`config.mk`:
```
export PLATFORM = sky130hd
export DESIGN_NAME = vga_timing_gen
export DESIGN_NICKNAME = d
export VERILOG_FILES = /design/src/rtl/vga_timing_gen.sv
export SDC_FILE = /design/constraint.sdc
export NUM_CORES = 1
export LEC_CHECK = 0
export ABC_CLOCK_PERIOD_IN_PS = 2800
export BUFFER_PORTS_ARGS = -buffer_cell sky130_fd_sc_hd__buf_2
export CAP_MARGIN = 20
export CORE_UTILIZATION = 45
export DETAILED_ROUTE_END_ITERATION = 10
export PLACE_DENSITY = 0.64
export SYNTH_ARGS = -nofsm -noshare
export SYNTH_HDL_FRONTEND = slang
export SYNTH_SLANG_ARGS = --single-unit
```
`constraint.sdc`:
```
create_clock -name vga_clk -period 2.8 [get_ports vga_clk]
set_input_delay 0.56 -clock vga_clk [delete_from_list [all_inputs] [get_ports vga_clk]]
set_output_delay 0.56 -clock vga_clk [all_outputs]
set_load 0.05 [all_outputs]
```
`src/rtl/vga_timing_gen.sv`:
```
// vga_timing_gen: raster counters, sync pulses and pipeline-aligned blank/strobes for pixel renderers
module vga_timing_gen #(
    parameter int H_VISIBLE  = 640,
    parameter int H_FRONT    = 16,
    parameter int H_SYNC     = 96,
    parameter int H_BACK     = 48,
    parameter int V_VISIBLE  = 480,
    parameter int V_FRONT    = 10,
    parameter int V_SYNC     = 2,
    parameter int V_BACK     = 33,
    parameter bit SYNC_POL   = 1'b0,
    parameter int PIPE_DELAY = 2
) (
    input  logic        vga_clk,
    input  logic        reset_n,
    output logic [9:0]  DrawX,
    output logic [9:0]  DrawY,
    output logic        blank,
    output logic        blank_d,
    output logic        hs,
    output logic        vs,
    output logic        line_start,
    output logic        frame_start,
    output logic [15:0] frame_count
);
    localparam int H_TOTAL  = H_VISIBLE + H_FRONT + H_SYNC + H_BACK;
    localparam int V_TOTAL  = V_VISIBLE + V_FRONT + V_SYNC + V_BACK;
    localparam int HS_FIRST = H_VISIBLE + H_FRONT;
    localparam int HS_LAST  = HS_FIRST + H_SYNC - 1;
    localparam int VS_FIRST = V_VISIBLE + V_FRONT;
    localparam int VS_LAST  = VS_FIRST + V_SYNC - 1;
    localparam logic [2:0] IDLE = {~SYNC_POL, ~SYNC_POL, 1'b0};

    if (H_TOTAL > 1024 || V_TOTAL > 1024 || PIPE_DELAY > 7 || PIPE_DELAY < 0) begin : g_param_check
        $error("vga_timing_gen: H_TOTAL/V_TOTAL must be <= 1024 and PIPE_DELAY in 0..7");
    end

    logic                        run;
    logic                        h_end;
    logic                        v_end;
    logic [9:0]                  nx;
    logic [9:0]                  ny;
    logic [2:0]                  stage;
    logic [PIPE_DELAY:0][2:0]    sync_pipe;

    // next raster position (held at origin on the start-up edge) and its {hs, vs, blank} levels
    always_comb begin
        h_end = DrawX == 10'(H_TOTAL - 1);
        v_end = DrawY == 10'(V_TOTAL - 1);
        nx    = (!run || h_end) ? 10'd0 : DrawX + 10'd1;
        ny    = !run ? 10'd0 : h_end ? (v_end ? 10'd0 : DrawY + 10'd1) : DrawY;
        stage = {(nx >= 10'(HS_FIRST) && nx <= 10'(HS_LAST)) ? SYNC_POL : ~SYNC_POL,
                 (ny >= 10'(VS_FIRST) && ny <= 10'(VS_LAST)) ? SYNC_POL : ~SYNC_POL,
                 nx < 10'(H_VISIBLE) && ny < 10'(V_VISIBLE)};
    end

    // raster counters, zero-skew blank, strobes and frame counter
    always_ff @(posedge vga_clk or negedge reset_n) begin
        if (!reset_n) begin
            run         <= 1'b0;
            DrawX       <= '0;
            DrawY       <= '0;
            blank       <= 1'b0;
            line_start  <= 1'b0;
            frame_start <= 1'b0;
            frame_count <= '0;
        end else begin
            run         <= 1'b1;
            DrawX       <= nx;
            DrawY       <= ny;
            blank       <= stage[0];
            line_start  <= nx == 10'd0;
            frame_start <= nx == 10'd0 && ny == 10'd0;
            if (run && h_end && v_end) frame_count <= frame_count + 16'd1;
        end
    end

    // stage 0 is co-timed with DrawX; the last stage lines up with the renderers' RGB pipeline
    always_ff @(posedge vga_clk or negedge reset_n) begin
        if (!reset_n) begin
            sync_pipe <= {(PIPE_DELAY + 1){IDLE}};
        end else begin
            sync_pipe[0] <= stage;
            for (int i = 1; i <= PIPE_DELAY; i++) sync_pipe[i] <= sync_pipe[i - 1];
        end
    end

    assign {hs, vs, blank_d} = sync_pipe[PIPE_DELAY];
endmodule

```
==> impl_metrics.ini <==
[run_status]
run_status = complete, no violations

[grt]
overflow = 0
grt_usage_pct = 20.8
grt_pass1_wl_um = 8840
grt_pass1_vias = 1818
grt_start_max_net_pins = 49
grt_antenna_before_repair = 0

[logic_synthesis]
synth_warnings = 0
yosys.area.top_type = dfrtp_1
ys_seq_area_share_pct = 49.4
synthFlopType = dfrtp_1
synth_edf_count = 0
synth.avg_cell_area_um2 = 9.98
netlist_instances = 245
synthTopCellsByArea = dfrtp_1 43%, xnor2_1 7.2%, dfstp_2 6.4%
yosysUniqueCellTypes = 46
syn-num-nets = 251
synthArstFlopShare_pct = 100
synth_top_area_share_pct = 43.0
ys_ff_latch = 48
synth_area_um2 = 2450

[sta]
timing.fmax_ghz = 0.382
clock_skew_ns = 0.00709
whs_ns = 0.348
period_share_pct = 93.6
slew_viol_final = 0
setup_tns_ns = 0
worst_slew_pin_slew_ns = 0.619
fin_crit_ns = 2.62
rsz0062_at_grt = false
finalHoldViolations = 0
setup_viol_count_final = 0
relSlewSlack_pct = 58.7

[flow_run]
maxCapViolCount = 0

[layout]
final_cell_mix = 43 x buf_2, 42 x dfrtp_1, 23 x nand2_1
syn2layout_area_growth_pct = 17.9
final_layout_size_suffix_gt1_share_pct = 25.8
fillers = 463
diodes = 0
layout_commonest_cell = buf_2
layout.nets = 296

[critical_path]
cpMostUsedCell = nand4_1
slowest_delay_ns = 0.56
reg2reg_to = sync_pipe[1]
r2r_slack_ns = 0.18
critPathMaxFanout = 8
slowest_stage = or4_4
crit-reg2reg-launch = DrawX[1]
arrival_ns = 2.83
crit_chain = ha_1 -> nand4_1 -> or3_1 -> or4_4 -> a21oi_2 -> and4_1 -> nand4_1
crit_path_start_kind = register
reg2reg_depth = 7
end_kind = register
required_ns = 3.01
worstSetupPathType = reg -> reg

[cts]
cts-root-buf = clkbuf_8
h-tree-depth = 2
cts_buffers = 5
postCtsHoldBufs = 0
clk_pin_slew_worst_paths_ns = 0.09
clk_path_buf_depth = 2
ctsResizeCount = 0
cts_num_sinks = 48
clock_latency_ns = 0.30
cts_setup_buffers = 0
tritoncts = done

[detailed_routing]
drc = 0
firstDrtPassIters = 4
wire_per_inst_um = 14.8
antenna_left = 0
initialDrtViolationCount = 83
postRouteWirelength_um = 5350
via_count = 1959
detail_route.vias_per_cell = 5.43

[die]
die_h_um = 75.7
design.die.area_um2 = 5730
ios = 44
start_util_pct = 47.3
core-area_um2 = 5170
rows = 26
die_w_um = 75.7

[placed_design]
gp_congestion = 0.888
dpl.hpwl_um = 3880
io_buffers = 43

[hold_path]
hold_class = in -> async

[power_and_ir_drop]
power-per-cell-area_nw_per_um2 = 470
leakage_nw = 1.33
vdd_drop_max_mv = 0.192
[per-layer routing]
layer | up-vias | wire [um] | share of wire (%) | GRT usage (%)
li1 | 946 | - | - | -
met1 | 953 | 2540 | 47 | 28.8
met2 | 54 | 2520 | 47 | 34.1
met3 | 6 | 244 | 4.6 | 3.57
met4 | 0 | 43 | 0.80 | 4.94
met5 | - | 0 | 0 | 0
[state kept, by name, summed over array words and instances, names as in the netlist]
register and count:
frame_count 16, DrawY 10, DrawX 10, frame_start 1, line_start 1, vs 1
sync_pipe 6, hs 1, run 1, blank_d 1
[cell usage after synthesis, drive strengths merged (6+ instances only)]
master / n
o21ai: 7
dfstp: 6
dfrtp: 42
xor2: 11
nor2: 19
and3: 8
xnor2: 20
clkbuf: 10
nand3: 14
a21oi: 6
nand2: 23
nor3: 10
nand4: 7
[per-stage QoR]
stage / setup slack [ns] / power, mW / instances / area [um^2] / util (%)
after floorplan: 0.00917 / 0.762 / 245 / 2450 / -
after global placement: 0.340 / 0.792 / 353 / 2750 / 53.1
after detailed placement: 0.229 / 0.790 / 353 / 2750 / 53.1
after CTS: 0.193 / 1.37 / 361 / 2880 / 55.7
after global routing: 0.0232 / 1.40 / 361 / 2880 / 55.7
final: 0.179 / 1.36 / 361 / 2880 / 55.7
[critical path, delay by kind of cell, from the launching register on]
| kind | cells | cell delay [ns] |
|---|---|---|
| simple gates | 5 | 1.59 |
| flops | 1 | 0.45 |
| fa+ha+maj | 1 | 0.33 |
| compound gates | 1 | 0.17 |
[cell families (layout without fill, tap and decap cells)]
group | Yosys count | after routing | synth area share [%]
and+or+nand+nor | 111 | 111 | 24.9
DFF | 48 | 48 | 49.4
xor gates and xnor gates | 31 | 31 | 11.1
AOI/OAI and AO/OA | 28 | 28 | 7.42
buffers and inverters | 19 | 65 | 3.63
adders and majority gates | 4 | 4 | 2.05
muxes | 3 | 3 | 1.33
other | 1 | 1 | 0.153
[area by class of cell]
class	count	area, um^2	area share (%)
Clock buffer	6	72.6	2.52
Clock inverter	2	60.1	2.08
Inverter	5	18.8	0.651
Multi-Input combinational cell	178	1150	40.0
Sequential cell	48	1210	41.9
Tap cell	70	87.6	3.04
Timing Repair Buffer	52	283	9.81
[worst max-delay path by stage]
| stage | from | endpoint | slack [ns] |
|---|---|---|---|
| after floorplan | DrawX[1] | sync_pipe[1] | 0.009 |
| after CTS | DrawX[1] | sync_pipe[1] | 0.19 |
| after global placement | DrawX[1] | sync_pipe[1] | 0.34 |
| after global routing | DrawX[1] | frame_start | 0.02 |
| after detailed placement | DrawX[1] | sync_pipe[0] | 0.23 |
| final | DrawX[1] | sync_pipe[1] | 0.18 |
[report_power, final]
part | internal [mW] | switching [mW]
Sequential | 0.700 | 0.0115
Clock | 0.357 | 0.222
Combinational | 0.0153 | 0.0498
Note: power is estimated with default switching activity, not from simulation.
